## src/rtl/stream_packet_mux_pkg.sv

```systemverilog
// Shared types for the stream arbiter: lock FSM states and the default-width output beat.
// No logic, no latency, no backpressure; types only.
package stream_arb_pkg;
    localparam int DEF_DATA_WIDTH   = 8;
    localparam int DEF_QOS_WIDTH    = 4;
    localparam int DEF_STREAM_COUNT = 2;
    localparam int DEF_ID_WIDTH     = $clog2(DEF_STREAM_COUNT);

    typedef enum logic {
        IDLE   = 1'b0,
        LOCKED = 1'b1
    } state_t;

    typedef struct packed {
        logic [DEF_DATA_WIDTH-1:0] data;
        logic [DEF_QOS_WIDTH-1:0]  qos;
        logic                      last;
        logic [DEF_ID_WIDTH-1:0]   id;
    } beat_t;
endpackage

```

## src/rtl/stream_packet_mux_if.sv

```systemverilog
// Bundle of per-stream inputs, winner id and the arbiter master port.
// slave = the mux itself; master = whoever drives the streams and sinks the output.
interface stream_packet_mux_if #(
    parameter int T_DATA_WIDTH = 8,
    parameter int T_QOS_WIDTH  = 4,
    parameter int STREAM_COUNT = 2,
    parameter int T_ID_WIDTH   = $clog2(STREAM_COUNT)
);
    logic [STREAM_COUNT-1:0][T_DATA_WIDTH-1:0] s_data_i;
    logic [STREAM_COUNT-1:0][T_QOS_WIDTH-1:0]  s_qos_i;
    logic [STREAM_COUNT-1:0]                   s_last_i;
    logic [STREAM_COUNT-1:0]                   s_valid_i;
    logic [STREAM_COUNT-1:0]                   s_ready_o;
    logic [T_ID_WIDTH-1:0]                     sel_id_i;
    logic [T_DATA_WIDTH-1:0]                   m_data_o;
    logic [T_QOS_WIDTH-1:0]                    m_qos_o;
    logic [T_ID_WIDTH-1:0]                     m_id_o;
    logic                                      m_last_o;
    logic                                      m_valid_o;
    logic                                      m_ready_i;

    modport slave (
        input  s_data_i, s_qos_i, s_last_i, s_valid_i, sel_id_i, m_ready_i,
        output s_ready_o, m_data_o, m_qos_o, m_id_o, m_last_o, m_valid_o
    );

    modport master (
        output s_data_i, s_qos_i, s_last_i, s_valid_i, sel_id_i, m_ready_i,
        input  s_ready_o, m_data_o, m_qos_o, m_id_o, m_last_o, m_valid_o
    );
endinterface

```

## src/rtl/stream_packet_mux_out_reg.sv

```systemverilog
// One-entry valid/ready pipeline register; 1 cycle in-to-out, full rate with no bubble.
// in_ready = !out_valid || out_ready; contents held stable while stalled.
module stream_out_reg #(
    parameter type beat_t = stream_arb_pkg::beat_t
) (
    input  logic  clk,
    input  logic  rst,
    input  beat_t in_beat,
    input  logic  in_valid,
    output logic  in_ready,
    output beat_t out_beat,
    output logic  out_valid,
    input  logic  out_ready
);
    assign in_ready = !out_valid || out_ready;

    always_ff @(posedge clk) begin
        if (rst) begin
            out_valid <= 1'b0;
            out_beat  <= '0;
        end else if (in_valid && in_ready) begin
            out_beat  <= in_beat;
            out_valid <= 1'b1;
        end else if (out_ready) begin
            out_valid <= 1'b0;
        end
    end
endmodule

```

## src/rtl/stream_packet_mux.sv

```systemverilog
// Packet-locked stream mux: grants the selected stream for a whole packet; valid->m_valid 2 cycles min.
// Backpressure: only the granted stream sees ready, gated by the output register's free slot.
module stream_packet_mux
    import stream_arb_pkg::*;
#(
    parameter int T_DATA_WIDTH = 8,
    parameter int T_QOS_WIDTH  = 4,
    parameter int STREAM_COUNT = 2,
    parameter int T_ID_WIDTH   = $clog2(STREAM_COUNT)
) (
    input logic               clk,
    input logic               rst,
    stream_packet_mux_if.slave bus
);
    typedef struct packed {
        logic [T_DATA_WIDTH-1:0] data;
        logic [T_QOS_WIDTH-1:0]  qos;
        logic                    last;
        logic [T_ID_WIDTH-1:0]   id;
    } mux_beat_t;

    state_t                state;
    logic [T_ID_WIDTH-1:0] grant_id;
    logic                  sel_valid;
    logic                  in_valid;
    logic                  acc_ready;
    logic                  accept;
    mux_beat_t             in_beat;
    mux_beat_t             out_beat;

    // The selector reports id 0 even when nothing is valid, so qualify it here.
    always_comb begin
        sel_valid = (int'(bus.sel_id_i) < STREAM_COUNT) && bus.s_valid_i[bus.sel_id_i];
        in_valid  = (state == LOCKED) && bus.s_valid_i[grant_id];
        accept    = in_valid && acc_ready;
        in_beat   = '{data: bus.s_data_i[grant_id],
                      qos:  bus.s_qos_i[grant_id],
                      last: bus.s_last_i[grant_id],
                      id:   grant_id};
    end

    always_comb begin
        bus.s_ready_o = '0;
        if (state == LOCKED) bus.s_ready_o[grant_id] = acc_ready;
    end

    always_ff @(posedge clk) begin
        if (rst) begin
            state    <= IDLE;
            grant_id <= '0;
        end else begin
            case (state)
                IDLE: begin
                    if (sel_valid) begin
                        grant_id <= bus.sel_id_i;
                        state    <= LOCKED;
                    end
                end
                LOCKED: begin
                    if (accept && in_beat.last) state <= IDLE;
                end
                default: state <= IDLE;
            endcase
        end
    end

    stream_out_reg #(.beat_t(mux_beat_t)) u_out_reg (
        .clk       (clk),
        .rst       (rst),
        .in_beat   (in_beat),
        .in_valid  (in_valid),
        .in_ready  (acc_ready),
        .out_beat  (out_beat),
        .out_valid (bus.m_valid_o),
        .out_ready (bus.m_ready_i)
    );

    assign bus.m_data_o = out_beat.data;
    assign bus.m_qos_o  = out_beat.qos;
    assign bus.m_last_o = out_beat.last;
    assign bus.m_id_o   = out_beat.id;
endmodule

```

## src/flat_wrapper.sv

```systemverilog
// flat-port wrapper written by rule: the top's interface ports become plain ports
module stream_packet_mux_flat import stream_arb_pkg::*;
#(
    parameter int T_DATA_WIDTH = 8,
    parameter int T_QOS_WIDTH  = 4,
    parameter int STREAM_COUNT = 2,
    parameter int T_ID_WIDTH   = $clog2(STREAM_COUNT)
)
  (clk, rst, bus_s_data_i, bus_s_qos_i, bus_s_last_i, bus_s_valid_i, bus_sel_id_i, bus_m_ready_i, bus_s_ready_o, bus_m_data_o, bus_m_qos_o, bus_m_id_o, bus_m_last_o, bus_m_valid_o);
  stream_packet_mux_if #(.T_DATA_WIDTH(T_DATA_WIDTH), .T_QOS_WIDTH(T_QOS_WIDTH), .STREAM_COUNT(STREAM_COUNT), .T_ID_WIDTH(T_ID_WIDTH)) bus_i ();
  input logic clk;
  input logic rst;
  input wire logic [$bits(bus_i.s_data_i)-1:0] bus_s_data_i;
  input wire logic [$bits(bus_i.s_qos_i)-1:0] bus_s_qos_i;
  input wire logic [$bits(bus_i.s_last_i)-1:0] bus_s_last_i;
  input wire logic [$bits(bus_i.s_valid_i)-1:0] bus_s_valid_i;
  input wire logic [$bits(bus_i.sel_id_i)-1:0] bus_sel_id_i;
  input wire logic [$bits(bus_i.m_ready_i)-1:0] bus_m_ready_i;
  output wire logic [$bits(bus_i.s_ready_o)-1:0] bus_s_ready_o;
  output wire logic [$bits(bus_i.m_data_o)-1:0] bus_m_data_o;
  output wire logic [$bits(bus_i.m_qos_o)-1:0] bus_m_qos_o;
  output wire logic [$bits(bus_i.m_id_o)-1:0] bus_m_id_o;
  output wire logic [$bits(bus_i.m_last_o)-1:0] bus_m_last_o;
  output wire logic [$bits(bus_i.m_valid_o)-1:0] bus_m_valid_o;
  assign bus_i.s_data_i = bus_s_data_i;
  assign bus_i.s_qos_i = bus_s_qos_i;
  assign bus_i.s_last_i = bus_s_last_i;
  assign bus_i.s_valid_i = bus_s_valid_i;
  assign bus_i.sel_id_i = bus_sel_id_i;
  assign bus_i.m_ready_i = bus_m_ready_i;
  assign bus_s_ready_o = bus_i.s_ready_o;
  assign bus_m_data_o = bus_i.m_data_o;
  assign bus_m_qos_o = bus_i.m_qos_o;
  assign bus_m_id_o = bus_i.m_id_o;
  assign bus_m_last_o = bus_i.m_last_o;
  assign bus_m_valid_o = bus_i.m_valid_o;
  stream_packet_mux #(.T_DATA_WIDTH(T_DATA_WIDTH), .T_QOS_WIDTH(T_QOS_WIDTH), .STREAM_COUNT(STREAM_COUNT), .T_ID_WIDTH(T_ID_WIDTH)) u_core (.clk(clk), .rst(rst), .bus(bus_i));
endmodule
```

## config.mk

```make
export PLATFORM = sky130hd
export DESIGN_NAME = stream_packet_mux_flat
export DESIGN_NICKNAME = d
export VERILOG_FILES = /design/src/rtl/stream_packet_mux_pkg.sv /design/src/rtl/stream_packet_mux_if.sv /design/src/rtl/stream_packet_mux_out_reg.sv /design/src/rtl/stream_packet_mux.sv /design/src/flat_wrapper.sv
export SDC_FILE = /design/constraint.sdc
export NUM_CORES = 1
export LEC_CHECK = 0
export ABC_AREA = 1
export BUFFER_PORTS_ARGS = -buffer_cell sky130_fd_sc_hd__buf_4
export CAP_MARGIN = 20
export CORE_MARGIN = 5
export CORE_UTILIZATION = 42
export DETAILED_ROUTE_END_ITERATION = 8
export GPL_TIMING_DRIVEN = 1
export MAX_ROUTING_LAYER = met4
export PLACE_DENSITY = 0.88
export SYNTH_ARGS = -nofsm -noshare
export SYNTH_HDL_FRONTEND = slang
export SYNTH_SLANG_ARGS = --single-unit
```

## constraint.sdc

```tcl
create_clock -name clk -period 1.5 [get_ports clk]
set_input_delay 0.3 -clock clk [delete_from_list [all_inputs] [get_ports clk]]
set_output_delay 0.3 -clock clk [all_outputs]
set_load 0.02 [all_outputs]
```

Word-level counts from Yosys, hierarchy flattened

Index checks and enable logic that the tools add are counted.
W data, S select, Z words.

Register bits after elaboration: 17
Output and inout port bits: 17
Word-level logic and storage cells: 38

$lt $le $gt $ge: 3
Multiplexer cells: 18
Bitwise gates (word level): 2
Reduce and logical (&&, ||, !) cells: 8

Operator list:

| cell                 | number |
|---|---|
| $mux W8              | 2 |
| $mux W1              | 11 |
| $mux W4              | 2 |
| $logic_and A1 B1 Y1  | 4 |
| $lt A1 B2 Y1 const B | 2 |
| $and A2 B2 Y2        | 1 |
| $mux W2              | 1 |
| $pmux W1 S2          | 1 |
| $reduce_and A2 Y1    | 1 |
| $reduce_bool A2 Y1   | 1 |
| $demux W1 S1         | 1 |
| $ge A1 B1 Y1 const B | 1 |
| $logic_not A1 Y1     | 1 |
| $logic_or A1 B1 Y1   | 1 |
| $not A1 Y1           | 1 |

Depth between registers and ports, before layout

Depth in word-level cells: 7
Mapped depth: 7
Depth with buffers taken out: 6

Cells and area by module

From an unflattened synthesis, not the netlist that was laid out.

Cells, all modules: 163
Area, all modules: 1001.0 um^2

Modules (own cells, without submodules):

| module            | instances | cells each | area an instance (um^2) | seq. area each (um^2) |
|---|---|---|---|---|
| stream_out_reg    | 1         | 97         | 673.1                   | 300.3 |
| stream_packet_mux | 1         | 66         | 327.8                   | 40.0 |

Least setup slack after synthesis

Ideal clock, no wire load.

Kind: register to output
From: register u_core.grant_id
To: output port bus_s_ready_o[1]
Arrival: 1185 ps
Setup slack: 15 ps
Stages on the path, launching flop included: 5
Path buffers: 2
Cells stage by stage: dfxtp_1 -> buf_6 -> inv_1 -> buf_2 -> nor3_1

Cells in the longest elaborated chain, start to end: 6
Elaborated cells between the ends (all ways): 7
Those cells by class: 2 x order compare; 3 x mux; 1 x bitwise; 1 x reduce/logical

Ends and longest elaborated chain:

| element                                                            | RTL line                | source |
|---|---|---|
| start: declaration                                                 | stream_packet_mux.sv:23 | `logic [T_ID_WIDTH-1:0] grant_id;` |
| start signal: assignment                                           | stream_packet_mux.sv:55 | `grant_id <= bus.sel_id_i;` |
| $lt A1 B2 Y1 (not written as such) or $ge A1 B1 Y1 (tied branches) | stream_packet_mux.sv:44 | `if (state == LOCKED) bus.s_ready_o[grant_id] = acc_ready;` |
| $logic_and A1 B1 Y1 (not written as such)                          | stream_packet_mux.sv:44 |  |
| $mux W1 (not written as such)                                      | stream_packet_mux.sv:44 |  |
| $demux W1 S1 (*)                                                   | --                      |  |
| $and A2 B2 Y2 (no line) (*)                                        | --                      |  |
| $mux W2 (*)                                                        | stream_packet_mux.sv:44 |  |
| end: declaration                                                   | flat_wrapper.sv:19      | `output wire logic [$bits(bus_i.s_ready_o)-1:0] bus_s_ready_o;` |

Mark *: on every way between the ends. The rest lies on a longest branch, timed or not.

Final worst setup path

From: register u_core.u_out_reg.out_valid
To: output port bus_s_ready_o[0]

Cells in the longest elaborated chain, start to end: 4

Ends and longest elaborated chain:

| element                  | RTL line                        | source |
|---|---|---|
| start: declaration       | stream_packet_mux_out_reg.sv:12 | `output logic out_valid,` |
| start signal: assignment | stream_packet_mux_out_reg.sv:19 | `out_valid <= 1'b0;` |
| start signal: assignment | stream_packet_mux_out_reg.sv:23 | `out_valid <= 1'b1;` |
| start signal: assignment | stream_packet_mux_out_reg.sv:25 | `out_valid <= 1'b0;` |
| $logic_not A1 Y1         | stream_packet_mux_out_reg.sv:15 | `assign in_ready = !out_valid \|\| out_ready;` |
| $logic_or A1 B1 Y1       | stream_packet_mux_out_reg.sv:15 |  |
| $and A2 B2 Y2 (no line)  | --                              |  |
| $mux W2                  | stream_packet_mux.sv:44         |  |

No other way between the ends.

==> results.md <==
* Outcome: complete, no violations
* Nets at 208
* Max clock buf depth at 2
* Startpoint types: register
* Sw Share at between 30% and 40%
* RR Startpoint: u_core.grant_id$_SDFFE_PP0P_
* Clk_skew at 0.00759 ns
* Post-Synthesis Cells at between 100 and 150
* Max cap viols at 0
* Multi-input gate area at between 400 and 500 sq um
* R2R Setup Slk at 0.14 ns
* Comb power frac at between 20% and 30%
* Grt total ovfl at 0
* Layout fillers at about 180
* Register area at roughly 340 sq um
* Final worst slack at 0.0661 ns
* Vias in the first global route at around 910
* Rel. slew slack at between 80% and 90%
* P per Cell Area at between 800 and 900 nW/um^2
* Crit-path max FO at 4
* I/O pin count at 49
* Ys Warns at 0
* Sequential area share after synthesis at 39.4%
* Largest net degree at the start of global routing at 18
* IO buf count at 48
* Drt first-iter violations at 18
* Min-Delay Endpoint: u_core.grant_id$_SDFFE_PP0P_
* Final setup vio count at 0
* Final Util at 65.6%
* WL per Instance at 11.6 um
* Reg2reg path depth at 6
* DRT Pass-1 Iters at 4
* Hold_sp: bus_s_valid_i[1]
* Hold Fails Final Rpt at 0
* Clock network fraction of total power at about a quarter
* Internal Power at ~0.71 mW
* Final period utilization at between 90% and 100%
* Leakage power at around 0.63 nW
* HPWL Detailed at approximately 1800 um
* # rows at 16
* Clk Latency, worst-skew pair at ~0.29 ns
* VDD IR max at roughly 500 uV
* Total power at between 1 and 1.5 mW
* Global-route usage over all layers at roughly 16%
* H-tree Lvls at 1
* Layout cells sized above 1 at a little over two fifths
* Post-route ant nets at 0
* Syn Std Cell Area at around 860 sq um
* Critical Path AT at 1.13 ns
* Antenna Cells at 0
* Hold depth at 3
* Hold WS at 0.282 ns
* CTS Sinks at 17
* RePlAce Congestion at between 0.8 and 0.9
* CTS Hold Bufs at 0
* Clock transition at path regs at 0.11 ns
* Worst Hold Class: input pin to register
* Via density at ~4.7
* Die W at 55.3 um
* Vias at 940
* DRT Wirelength at roughly 2300 um
* Avg Cell Area, Syn at 6.91 sq um
* Flop pwr share at between 40% and 50%
* Die area at 3060 sq um
* Root buffer cell: clkbuf_4
* DRC Markers at 0
* Total negative slack at 0 ns
* Post-placement setup slack at between 0.2 and 0.25 ns
* Area delta synth->final at 49.1%
* Syn nets at about 160
* RSZ-0062 raised after global routing: false
* Slew Limit Fails at 0
* Min Tclk post-route at around 1.4 ns
* Max Fclk at between 0.6 and 0.7 GHz
* Die Ht at between 50 and 60 um
* Initial core utilization at between 40 and 50%
* Core ar. at ~2000 sq um
* Worst R2R End: u_core.u_out_reg.out_beat[3]$_SDFFE_PP0P_
* WP data required at between 1 and 1.5 ns
* Post-synth cell types at 16
* Global-route wire length before repair at between 3000 and 4000 um
* TritonCTS clock tree: built
* Critical Path Sink Type: primary output
* Critical Setup Path Class: register to primary output
* Net switching power at about 0.32 mW
* Initial antenna violation count at 0
* Seq cells post-synth at 17
* Num CTS Buffers at 3
* Worst-margin pin slew at roughly 0.23 ns
cell type report:
| class | count | share of cell area (%) |
|---|---|---|
| Multi-Input combinational cell | 95 | 35.9 |
| Timing Repair Buffer | 53 | 30.9 |
| Sequential cell | 17 | 26.7 |
| Tap cell | 27 | 2.62 |
| Clock buffer | 3 | 1.75 |
| Inverter | 6 | 1.75 |
| Clock inverter | 1 | 0.389 |
routing by layer:
layer  track usage (%)  routed length [um]  up-vias
met5                 -                   0        -
met1              16.3                1030      407
met3              4.66                 156        2
met4              6.60                  22        0
met2              26.9                1140       39
li1                  -                   -      492
power by group through the flow:
stage	sequential, mW	clock, mW	combinational (mW)
after detailed placement	0.503	0	0.283
after CTS	0.494	0.250	0.284
after global placement	0.503	0	0.277
after global routing	0.494	0.276	0.320
after floorplan	0.526	0	0.141
final	0.491	0.246	0.293
Yosys cell counts (all sizes together):
cell type / instances / area share [%]
dfxtp: 17 / 39
nand2: 70 / 30
buf: 5 / 5.1
nand4: 1 / 0.73
nor3: 2 / 1.2
nand3: 2 / 2.6
or2: 1 / 1.0
clkbuf: 2 / 0.87
inv: 6 / 2.6
a21oi: 18 / 15
o211ai: 1 / 0.87
worst max-delay path: stages (launching register included):
cell     delay (ns)
dfxtp_1        0.33
nand2_2        0.12
inv_1          0.09
nor3_2         0.13
buf_4          0.17
timing repair:
item,4_1_cts,5_1_grt
setup endpoints to repair,1,2
gates resized for setup,1,4
buffers inserted,0,2
hold endpoints to repair,0,0
cloned,0,0
cell usage in the layout, fill, tap and decap left out, drive strengths merged:
cell type  Yosys  routed
nand2         70      70
buf            5      53
a21oi         18      18
dfxtp         17      17
inv            6       6
clkbuf         2       3
nor3           2       2
nand3          2       2
or2            1       1
o211ai         1       1
nand4          1       1
clkinv         0       1
through the flow:
| step | cells | instance area [sq um] |
|---|---|---|
| floorplan | 125 | 863 |
| global placement | 196 | 1230 |
| detailed placement | 196 | 1230 |
| CTS | 200 | 1260 |
| global route | 202 | 1290 |
| finish | 202 | 1290 |
worst max path at each step:
stage | slack [ns] | from | endpoint | cells past startpoint
floorplan | 0.01 | u_core.grant_id$_SDFFE_PP0P_ | bus_s_ready_o[1] | 4
global route | 0.002 | u_core.state$_SDFF_PP0_ | bus_s_ready_o[1] | 3
global placement | 0.27 | bus_m_ready_i | bus_s_ready_o[0] | 6
CTS | 0.01 | u_core.u_out_reg.out_valid$_SDFFE_PP0P_ | bus_s_ready_o[0] | 4
finish | 0.07 | u_core.u_out_reg.out_valid$_SDFFE_PP0P_ | bus_s_ready_o[0] | 4
detailed placement | 0.25 | bus_m_ready_i | bus_s_ready_o[0] | 6
kinds of logic after synthesis:
family / share of synthesized area (%)
buffers and inverters: 8.55
AO/OA/AOI/OAI: 16.1
AND/OR/NAND/NOR: 35.9
flip-flops: 39.4
flip-flops by register name, indices dropped and copies added, names as in the netlist:
name,cells
u_core.u_out_reg.out_valid,1
u_core.grant_id,1
u_core.state,1
u_core.u_out_reg.out_beat,14
No activity file was read; power rests on OpenSTA's default activity.
